==> src/rtl/cmp_pkg.sv <==
// cmp_pkg: shared types and width helpers for the sequential comparator.
//   cmp_state_t - controller FSM states (IDLE, CMP, DONE)
//   slice_res_t - outcome of one 2-bit slice compare (EQ, LT, GT)
//   steps_width - width of the 'steps' counter for an operand width w
//   idx_width   - width of the slice index for an operand width w
package cmp_pkg;

  typedef enum logic [1:0] {
    IDLE = 2'd0,
    CMP  = 2'd1,
    DONE = 2'd2
  } cmp_state_t;

  typedef enum logic [1:0] {
    EQ = 2'd0,
    LT = 2'd1,
    GT = 2'd2
  } slice_res_t;

  // Counter must hold values 0..S, where S = w/2.
  function automatic int steps_width(input int w);
    return ((w / 2 + 1) > 1) ? $clog2(w / 2 + 1) : 1;
  endfunction

  // Index must hold values 0..S-1; keep at least one bit for S = 1.
  function automatic int idx_width(input int w);
    return ((w / 2) > 1) ? $clog2(w / 2) : 1;
  endfunction

endpackage

==> src/rtl/cmp_slice2.sv <==
// cmp_slice2: combinational 2-bit magnitude compare.
// Ports:
//   a   in  2  first operand slice
//   b   in  2  second operand slice
//   res out    EQ / LT / GT outcome of a versus b (unsigned)
module cmp_slice2
  import cmp_pkg::*;
(
  input  logic [1:0] a,
  input  logic [1:0] b,
  output slice_res_t res
);

  always_comb begin
    res = EQ;
    if (a < b) begin
      res = LT;
    end else if (a > b) begin
      res = GT;
    end
  end

endmodule

==> src/rtl/cmp_seq_ctrl.sv <==
// cmp_seq_ctrl: sequential magnitude comparator. Accepts an operand pair over
// a valid/ready handshake, walks 2-bit slices MSB-first through one shared
// cmp_slice2, stops at the first unequal slice and presents a registered
// eq/lt/gt/steps result over a second valid/ready handshake.
//
// Ports:
//   clk          in      clock, all state changes on the rising edge
//   rst_n        in      synchronous active-low reset
//   start_valid  in      operand pair on x/y is valid
//   start_ready  out     controller is idle and can accept operands
//   x, y         in  W   operands, sampled only on accept
//   res_valid    out     result outputs are valid
//   res_ready    in      consumer takes the result
//   eq, lt, gt   out     comparison result (one-hot while res_valid)
//   steps        out     number of slices examined for this result
//
// Build option: define CMP_SIGNED_EN for a two's-complement compare (the top
// slice sees both sign bits inverted). Undefined gives an unsigned compare.
module cmp_seq_ctrl
  import cmp_pkg::*;
#(
  parameter int W = 8
) (
  input  logic                      clk,
  input  logic                      rst_n,
  input  logic                      start_valid,
  output logic                      start_ready,
  input  logic [W-1:0]              x,
  input  logic [W-1:0]              y,
  output logic                      res_valid,
  input  logic                      res_ready,
  output logic                      eq,
  output logic                      lt,
  output logic                      gt,
  output logic [steps_width(W)-1:0] steps
);

  localparam int S  = W / 2;
  localparam int IW = idx_width(W);
  localparam int SW = steps_width(W);
  localparam logic [IW-1:0] IDX_TOP = IW'(S - 1);

  cmp_state_t     state_reg;
  cmp_state_t     state_next;
  logic [W-1:0]   x_reg;
  logic [W-1:0]   y_reg;
  logic [IW-1:0]  idx_reg;
  logic [SW-1:0]  steps_reg;
  logic           eq_reg;
  logic           lt_reg;
  logic           gt_reg;

  logic [1:0]     x_slice [S];
  logic [1:0]     y_slice [S];
  logic [1:0]     a_sel;
  logic [1:0]     b_sel;
  slice_res_t     slice_res;
  logic           accept;

  // Split the latched operands into slices. Only the top slice differs
  // between builds: flipping both sign bits maps two's complement order onto
  // unsigned order, so the same unsigned slice compare works for both.
  generate
    for (genvar gi = 0; gi < S; gi++) begin : g_slice
      if (gi == S - 1) begin : g_top
`ifdef CMP_SIGNED_EN
        assign x_slice[gi] = {~x_reg[2*gi+1], x_reg[2*gi]};
        assign y_slice[gi] = {~y_reg[2*gi+1], y_reg[2*gi]};
`else
        assign x_slice[gi] = x_reg[2*gi +: 2];
        assign y_slice[gi] = y_reg[2*gi +: 2];
`endif
      end else begin : g_low
        assign x_slice[gi] = x_reg[2*gi +: 2];
        assign y_slice[gi] = y_reg[2*gi +: 2];
      end
    end
  endgenerate

  // Single shared slice comparator fed by the idx-selected mux.
  assign a_sel = x_slice[idx_reg];
  assign b_sel = y_slice[idx_reg];

  cmp_slice2 u_slice (
    .a   (a_sel),
    .b   (b_sel),
    .res (slice_res)
  );

  // Next-state logic.
  always_comb begin
    state_next = state_reg;
    accept     = 1'b0;
    case (state_reg)
      IDLE: begin
        if (start_valid) begin
          accept     = 1'b1;
          state_next = CMP;
        end
      end
      CMP: begin
        // Finish on the first unequal slice, or after the last (LSB) slice.
        if (slice_res != EQ || idx_reg == '0) begin
          state_next = DONE;
        end
      end
      DONE: begin
        if (res_ready) begin
          state_next = IDLE;
        end
      end
      default: begin
        state_next = IDLE;
      end
    endcase
  end

  // State, operand, index, counter and result registers.
  always_ff @(posedge clk) begin
    if (!rst_n) begin
      state_reg <= IDLE;
      x_reg     <= '0;
      y_reg     <= '0;
      idx_reg   <= '0;
      steps_reg <= '0;
      eq_reg    <= 1'b0;
      lt_reg    <= 1'b0;
      gt_reg    <= 1'b0;
    end else begin
      state_reg <= state_next;
      if (accept) begin
        x_reg     <= x;
        y_reg     <= y;
        idx_reg   <= IDX_TOP;
        steps_reg <= '0;
        eq_reg    <= 1'b0;
        lt_reg    <= 1'b0;
        gt_reg    <= 1'b0;
      end else if (state_reg == CMP) begin
        steps_reg <= steps_reg + SW'(1);
        case (slice_res)
          LT: lt_reg <= 1'b1;
          GT: gt_reg <= 1'b1;
          default: begin
            if (idx_reg == '0) begin
              eq_reg <= 1'b1;
            end else begin
              idx_reg <= idx_reg - IW'(1);
            end
          end
        endcase
      end
    end
  end

  // Handshake flags decode straight from the state register; results are
  // registered, so no input reaches an output combinationally.
  assign start_ready = (state_reg == IDLE);
  assign res_valid   = (state_reg == DONE);
  assign eq          = eq_reg;
  assign lt          = lt_reg;
  assign gt          = gt_reg;
  assign steps       = steps_reg;

endmodule

==> config.mk <==
export PLATFORM = sky130hd
export DESIGN_NAME = cmp_seq_ctrl
export DESIGN_NICKNAME = d
export VERILOG_FILES = /design/src/rtl/cmp_pkg.sv /design/src/rtl/cmp_slice2.sv /design/src/rtl/cmp_seq_ctrl.sv
export SDC_FILE = /design/constraint.sdc
export NUM_CORES = 1
export LEC_CHECK = 0
export CORE_MARGIN = 4
export CORE_UTILIZATION = 44
export DETAILED_ROUTE_END_ITERATION = 6
export GPL_TIMING_DRIVEN = 0
export MAX_ROUTING_LAYER = met4
export PLACE_DENSITY_LB_ADDON = 0.2
export SLEW_MARGIN = 10
export SYNTH_ARGS = -nofsm -noshare
export SYNTH_HDL_FRONTEND = slang
export SYNTH_HIERARCHICAL = 1
export SYNTH_SLANG_ARGS = --single-unit
==> constraint.sdc <==
create_clock -name clk -period 2.9 [get_ports clk]
set_clock_uncertainty 0.1 [all_clocks]
set_input_delay 0.58 -clock clk [delete_from_list [all_inputs] [get_ports clk]]
set_output_delay 0.58 -clock clk [all_outputs]
set_load 0.03 [all_outputs]
## After elaboration in Yosys (flattened, before gate mapping)

Cells that the tools add are included.

| operators by class | value |
|---|---|
| $add $sub $neg | 2 |
| $mul | 0 |
| divide/modulo/power cells | 0 |
| order comparisons | 3 |
| equality and inequality tests | 9 |
| shift-type cells | 0 |
| mux-type cells | 18 |
| bitwise gates (word level) | 3 |
| reduce and logical (&&, ||, !) cells | 12 |

Operators with widths:

| operator | number |
|---|---|
| 2-to-1 mux 2 bit | 13 |
| AND reduction 3 bit | 3 |
| binary-select mux 2 bit (select 2 bit) | 2 |
| inequality test 2 bit (second input constant) | 3 |
| case mux 2 bit (3 select lines) | 1 |
| equality test 2 x 1 -> 1 bit (second input constant) | 2 |
| equality test 2 bit (second input constant) | 2 |
| zero test 2 bit | 2 |
| inequality test 2 x 1 -> 1 bit (second input constant) | 2 |
| AND reduction 2 bit | 2 |
| nonzero test 2 bit | 2 |
| OR reduction 2 bit | 2 |
| adder 3 x 1 -> 3 bit (second input constant) | 1 |
| greater-or-equal comparator 3 bit (second input constant) | 1 |
| inverter 2 -> 3 bit | 1 |
| greater-than comparator 2 bit | 1 |
| less-than comparator 2 bit | 1 |
| 2-to-1 mux 1 bit | 2 |
| inverter 1 bit | 2 |
| subtractor 2 x 1 -> 2 bit (second input constant) | 1 |
| logical OR 1 bit | 1 |

| storage, ports and cells | value |
|---|---|
| flip-flop bits (word level) | 26 |
| bits in latches | 0 |
| memory bits (writable) | 0 |
| memory bits (read-only) | 0 |
| input bits | 20 |
| output and inout port bits | 8 |
| word-level logic and storage cells | 55 |
| memories | 0 |

## Longest topological paths before layout

Gate-level depths: netlist of the first run.

| depth | value |
|---|---|
| word-level depth | 12 |
| depth in mapped cells | 11 |
| gate-level depth less buffers | 10 |

## Cells and area by module

The synthesis of the first run kept the hierarchy.

Modules (own cells, without submodules):

| module | times used | cells an instance | area each (um^2) | seq. area each (um^2) |
|---|---|---|---|---|
| cmp_seq_ctrl | 1 | 125 | 1,191.1 | 520.5 |
| cmp_slice2 | 1 | 7 | 65.1 | 0.0 |

## Worst setup path after synthesis of the first run

Ideal clock, no wire load.

| path | value |
|---|---|
| path type | register to register |
| from | register idx_reg[0] |
| to | register idx_reg[1] |
| setup time | 0.115 ns |
| arrival time | 2.576 ns |
| required time | 2.685 ns |
| path slack | 0.109 ns |
| cell stages (with the launch flop) | 12 |
| buffers on the path | 1 |
| period minus slack after synthesis | 2.791 ns |
| path through | dfxtp_1 -> clkbuf_1 -> mux4_2 -> inv_1 -> ha_1 -> nor2b_4 -> nor2_1 -> inv_1 -> ha_1 -> nor4b_2 -> mux2i_1 -> o21a_1 |

| between the ends | value |
|---|---|
| elaborated cells between the ends (all ways) | 23 |
| those cells by class | 1 x add/sub; 2 x order compare; 4 x eq/ne; 12 x mux; 1 x bitwise; 3 x reduce/logical |

RTL lines:

| element | line | RTL |
|---|---|---|
| start: declaration | cmp_seq_ctrl.sv:47 | `logic [IW-1:0] idx_reg;` |
| start signal: assignment | cmp_seq_ctrl.sv:148 | `idx_reg <= idx_reg - IW'(1);` |
| inverter 2 -> 3 bit (not written as such) (*) | cmp_seq_ctrl.sv:82 | `assign b_sel = y_slice[idx_reg];` |
| binary-select mux 2 bit (select 2 bit) (*) | cmp_seq_ctrl.sv:82 |  |
| 2-to-1 mux 2 bit (not written as such) (*) (2 in series) | cmp_seq_ctrl.sv:82 |  |
| via b_sel[1] | cmp_seq_ctrl.sv:56 | `logic [1:0] b_sel;` |
| less-than comparator 2 bit (*) | cmp_slice2.sv:16 | `if (a < b) begin` |
| 2-to-1 mux 2 bit (*) | cmp_slice2.sv:16 |  |
| via slice_res[0] | cmp_seq_ctrl.sv:57 | `slice_res_t slice_res;` |
| equality test 2 bit / equality test 2 x 1 -> 1 bit (equally long branches) | cmp_seq_ctrl.sv:141 | `case (slice_res)` |
| OR reduction 2 bit (no source line) (*) | -- |  |
| inequality test 2 x 1 -> 1 bit (no source line) (*) | -- |  |
| AND reduction 3 bit (no source line) (*) | -- |  |

Mark *: on every way through the listed nets, which the timed path passes. The rest lies on a longest branch. The select of a mux whose other input is x is not followed.
A chain may end at the register's enable or synchronous reset.

## Worst setup path after layout of the first run

Ends and elaborated chain as after synthesis.

==> flow_summary.ini, run 1 <==
[power_and_ir_drop]
p_per_area_nw_per_um2 = 567
power.net_switching_w = 0.000304
p_leak_nw = 0.639
pwr-share-comb_pct = 38.5
power.internal_w = 0.000630
power_frac_seq_pct = 45.0
switching_share_pct = 32.6
ir_drop_uv = 346
pwr-share-clk_pct = 16.5

[floorplan]
die_area_um2 = 3770
initial_utilization_pct = 45.9
fp-row-count = 19
fp.dieW_um = 61.4
die_y_um = 61.4
pin_count = 28
core_area_um2 = 2730

[sta]
period_share_pct = 92.6
fin_hold_ws_ns = 0.363
worst_pin_slew_ns = 0.438
relSlewSlack_pct = 70.8
setup_viol = 0
setup_ws_ns = 0.214
max_freq_ghz = 0.372
rsz0062_at_grt = no
layout_min_cycle_time_ns = 2.69
tns_ns = 0
slew_violations = 0
hold_viol = 0

[setup_path]
crit_buf_inv = 2
cp-end-kind = register
critical_path.top_delay_family = multiplexers
cp_cell_sequence = mux4_2, inv_1, ha_4, nor2b_4, nor2_1, inv_1, ha_4, nor4b_4, mux2i_1, o21a_1
cp_data_required_time_ns = 3.07
critPathKind = reg -> reg
startpoint_type = register
slowest_stage = mux4_2
cp_max_fo = 5
crit_path_max_incr_delay_ns = 0.52
reg2reg_slack_ns = 0.21
arrival_ns = 2.86

[synth]
synth_edf_count = 0
synthTopCellsByArea = dfxtp_1, nand2_1, mux4_2, ha_1, a21boi_1
synth-compound-area-share_pct = 15.2
ys.flop_type = dfxtp_1
syn_nets = 159
yosys.area.top_type = dfxtp_1
synth_mux_area_share_pct = 8.76
synth_seq_cells = 26
synth-simple-area-share_pct = 19.4
synth_top_family_by_area = simple AND/OR/NAND/NOR gates
synth_xor_area_share_pct = 2.09
synthAdderAreaFrac_pct = 6.97
syn_inst = 132
yosysSeqAreaShare_pct = 41.4
yosysTopAreaCellShare_pct = 41.4
async_flop_share_pct = 0
ys_warn_count = 6
syn_area_um2 = 1260
synth.avg_cell_area_um2 = 9.52
yosysUniqueCellTypes = 27

[detailed_routing]
num_vias = 986
drtAntennaViolNets = 0
wl_per_cell_um = 13.4
drt_iter0_drc = 24
wl_um = 2610
dr.pass1.iters = 4
drcViolationCount = 0
viasPerCell = 5.06

[placed_design]
dpl.hpwl_um = 1990
io_buffers = 27
gp_congestion = 0.721
preCtsSetupSlack_ns = -0.194

[layout]
syn_to_final_growth_pct = 31.2
insertedDiodeCount = 0
nFillCells = 257
regArea_um2 = 528
drive_gt1_share_pct = 14.0
multiInputGateArea_um2 = 693
nets = 193

[grt]
antenna_found_initial = 0
gr-total-overflow = 0
grt_pass1_vias = 941
grt_max_degree = 14
grt_pass1_wl_um = 4220
grt_use_total_pct = 16.0

[clocking]
cts_buffer_depth = 2
cts_made_buffers = 3
clock-sinks = 26
insertion_delay_ns = 0.32
root_buffer = clkbuf_4
h-tree-depth = 1
clk_pin_slew_ns = 0.14
cts_tree = done
hold_buffers = 0

[status]
outcome = complete, no violations

[worst_hold_path]
min_path_type = reg -> reg

[run]
timing.max_cap.violations = 0
## cells in the final DEF, fill, tap and decap left out, drive strengths merged
master	count
dfxtp	26
a2bb2oi	1
o21a	2
nor2b	4
a31oi	2
nor3b	1
buf	7
nor4b	1
xor2	1
mux2i	2
nand2	33
a21boi	18
a21oi	2
xnor2	2
nor2	8
clkdlybuf4s50	27
mux4	4
ha	7
inv	8
and2b	1
nand3b	1
or3b	1
clkbuf	5
## through the flow
step / utilization (%) / total power [W] / cell area, um^2 / instances
after floorplan: - / 0.000639 / 1260 / 132
after global placement: 57.3 / 0.000718 / 1570 / 190
after detailed placement: 57.3 / 0.000733 / 1570 / 190
after CTS: 58.0 / 0.000880 / 1590 / 192
after global routing: 60.3 / 0.00100 / 1650 / 195
final: 60.3 / 0.000934 / 1650 / 195
## power by group through the flow
stage / Sequential (W) / Combinational [W] / Clock [W]
finish: 0.000420 / 0.000360 / 0.000154
global route: 0.000426 / 0.000401 / 0.000173
CTS: 0.000424 / 0.000302 / 0.000155
detailed placement: 0.000424 / 0.000309 / 0
global placement: 0.000421 / 0.000297 / 0
floorplan: 0.000424 / 0.000214 / 0
## Yosys cell counts, types with 2 or more instances
cell	instances
o21a_1	2
buf_6	2
mux4_2	4
nor2_1	8
a21boi_0	8
ha_1	7
xnor2_1	2
dfxtp_1	26
a21oi_1	2
inv_1	8
a31oi_1	2
nor2b_1	3
a21boi_1	9
nand2_1	33
mux2i_1	2
clkbuf_1	3
## final cells by class
class / instances / area share, %
Inverter: 8 / 1.82
Timing Repair Buffer: 30 / 17.8
Multi-Input combinational cell: 91 / 42.1
Tap cell: 31 / 2.35
Buffer: 6 / 2.58
Clock buffer: 3 / 1.37
Sequential cell: 26 / 32.0
## worst paths after layout
check	start	endpoint	cells past startpoint
worst max register to register	idx_reg[0]$_SDFFE_PN0P_	idx_reg[1]$_SDFFE_PN0P_	10
worst min register to register	x_reg[1]$_SDFFE_PN0P_	x_reg[1]$_SDFFE_PN0P_	2
worst max-delay path	idx_reg[0]$_SDFFE_PN0P_	idx_reg[1]$_SDFFE_PN0P_	10
worst min-delay path	x_reg[1]$_SDFFE_PN0P_	x_reg[1]$_SDFFE_PN0P_	2
## repair_timing
action	in CTS	in global routing
gates resized for setup	2	5
pin swaps	0	2
buffers inserted	0	3
endpoints found under the setup margin	2	2
## cell families (layout without fill, tap and decap cells)
kind of cell / after synthesis / after routing
AO/OA/AOI/OAI: 25 / 25
multiplexers: 6 / 6
buffers and inverters: 15 / 47
AND/OR/NAND/NOR: 50 / 50
flip-flops: 26 / 26
adder cells (fa/ha/maj): 7 / 7
XOR/XNOR: 3 / 3
## worst reg2reg max path, stage by stage, from the launching register on
cell	delay, ns
dfxtp_4	0.42
mux4_2	0.52
inv_1	0.11
ha_4	0.21
nor2b_4	0.13
nor2_1	0.14
inv_1	0.11
ha_4	0.26
nor4b_4	0.31
mux2i_1	0.21
o21a_1	0.11
## layer usage
| metal | up-vias | GRT usage, % | wire length (um) |
|---|---|---|---|
| met1 | 458 | 18.6 | 1150 |
| li1 | 499 | - | - |
| met5 | - | - | 0 |
| met3 | 7 | 3.77 | 120 |
| met2 | 22 | 26.1 | 1270 |
| met4 | 0 | 7.58 | 57 |
Note: power is estimated with default switching activity, not from simulation.
==> run 2, diff against run 1 <==
Settings changed: CORE_UTILIZATION 44 to 49, GPL_ROUTABILITY_DRIVEN set to 0, PLACE_DENSITY set to 0.78, PLACE_DENSITY_LB_ADDON 0.2 to unset.
Clock period 2.9 ns to 2.8 ns, I/O delays scaled along.
==> run 2 against run 1 <==
  * Final cell count fell by 0.51%
  * Critical path depth fell by 1
  * Total power grew 2.8%
  * Fmax grew 0.37%
  * Sequential power rose by 3%
  * Sequential share of layout area barely moved
  * Hold slack better by 0.0042 ns
  * Via count rose by 1.0%
  * Clock-buffer cell count stayed put
  * Core utilization rose by 6.9 points
  * Clock power about the same
  * Critical endpoint unchanged
  * Highest routed layer unchanged
==> flow_summary.ini, run 2 (synthesis gave the netlist of run 1 again) <==
[status]
outcome = complete, no violations

[layout]
insertedDiodeCount = 0
layout_commonest_cell = nand2_1
final_cell_mix = nand2_1, clkdlybuf4s50_1, dfxtp_1
finalNonFillerCells = 194
nFillCells = 198
utilization_pct = 67.2
drive_gt1_share_pct = 14.6
final_area_um2 = 1650
syn_to_final_growth_pct = 31.3
nets = 193

[floorplan]
die_y_um = 58.6
fp.dieW_um = 58.6
fp-row-count = 18
initial_utilization_pct = 51.2
core_area_um2 = 2450
pin_count = 28
die_area_um2 = 3440

[sta]
fin_hold_ws_ns = 0.367
worst_pin_slew_ns = 0.408
slew_violations = 0
rsz0062_at_grt = no
relSlewSlack_pct = 72.8
setup_viol = 0
layout_min_cycle_time_ns = 2.68
hold_viol = 0
setup_ws_ns = 0.124
max_freq_ghz = 0.374
period_share_pct = 95.6

[setup_path]
cp_cell_sequence = mux4_2, ha_4, nor2b_4, a2bb2oi_2, inv_1, ha_4, nor4b_4, mux2i_1, o21a_1
crit_buf_inv = 1
startpoint_type = register
critPathKind = reg -> reg
timing.critical_path.mode_cell = ha_4
crit_cells = 9
ff2ff_path_depth = 9
crit_path_max_incr_delay_ns = 0.54
cp_data_required_time_ns = 2.97
cp-end-kind = register
cp_max_fo = 2
arrival_ns = 2.85
critical_path.top_delay_family = multiplexers
slowest_stage = mux4_2

[detailed_routing]
dr.pass1.iters = 4
wl_um = 2470
viasPerCell = 5.13
wl_per_cell_um = 12.7
num_vias = 996
drtAntennaViolNets = 0
drcViolationCount = 0
drt_iter0_drc = 19

[clocking]
insertion_delay_ns = 0.32
h-tree-depth = 1
clock-sinks = 26
cts_made_buffers = 3
clk_pin_slew_ns = 0.13
cts_buffer_depth = 2
cts_tree = done
root_buffer = clkbuf_4
hold_buffers = 0

[power_and_ir_drop]
p_leak_nw = 0.639
p_per_area_nw_per_um2 = 583
ir_drop_uv = 458

[placed_design]
dpl.hpwl_um = 1960
io_buffers = 27
postPlaceCellArea_um2 = 1560
dp.cells = 189
preCtsSetupSlack_ns = -0.307

[run]
timing.max_cap.violations = 0

[grt]
gr-total-overflow = 0
grt_max_degree = 14
antenna_found_initial = 0
grt_pass1_wl_um = 4280
grt_use_total_pct = 16.6
grt_pass1_vias = 1022

[worst_hold_path]
min_path_cells = 2
min_path_type = reg -> reg
[run 2: cell types whose count changed in the layout (fill, tap and decap cells not counted)]
cell / before / now
nor2_1: 8 / 7
nor2_2: 0 / 1
[run 2: what timing repair did]
| item | in CTS | in global routing |
|---|---|---|
| endpoints found under the setup margin | 2 | 2 |
| gates resized for setup | 6 | 2 |
| setup buffers | 3 | 0 |
| pin swaps | 1 | 1 |
| cloned | 0 | 0 |
[run 2: layer usage]
layer  GRT usage, %  part of all wire, %  vias to the layer above
met3           3.29                  3.8                        4
met4           4.85                 0.69                        0
met5              -                    0                        -
met1           18.3                   42                      470
li1               -                    -                      505
met2           30.0                   54                       17
[run 2: where the power goes]
group	leakage (nW)	switching, W	internal, W	total (W)
registers	0.214	0.0000287	0.000405	0.000434
logic	0.411	0.000176	0.000195	0.000371
clock network	0.0138	0.000106	0.0000504	0.000156
[run 2: tightest hold or removal path, delay by kind of cell, from the launching register on]
kind               cells  cell delay (ns)
and+or+nand+nor        1             0.05
AOI/OAI and AO/OA      1             0.05
DFF                    1             0.34
[run 2: cell type report]
cell class	count	area [um^2]	area share, %
Buffer	6	42.5	2.58
Timing Repair Buffer	30	293	17.8
Inverter	8	30.0	1.82
Sequential cell	26	528	32.0
Multi-Input combinational cell	91	696	42.2
Tap cell	30	37.5	2.28
Clock buffer	3	22.5	1.37
[run 2: final timing paths]
path | from | endpoint | slack, ns
max | idx_reg[1]$_SDFFE_PN0P_ | idx_reg[1]$_SDFFE_PN0P_ | 0.12
min | x_reg[1]$_SDFFE_PN0P_ | x_reg[1]$_SDFFE_PN0P_ | 0.37
max reg2reg | idx_reg[1]$_SDFFE_PN0P_ | idx_reg[1]$_SDFFE_PN0P_ | 0.12
min reg2reg | x_reg[1]$_SDFFE_PN0P_ | x_reg[1]$_SDFFE_PN0P_ | 0.37
[run 2: stage by stage]
| stage | total power (W) | setup TNS (ns) |
|---|---|---|
| floorplan | 0.000661 | 0 |
| finish | 0.000961 | 0 |
| global route | 0.00102 | 0 |
| detailed placement | 0.000760 | -0.541 |
| global placement | 0.000743 | -0.338 |
| CTS | 0.000941 | 0 |
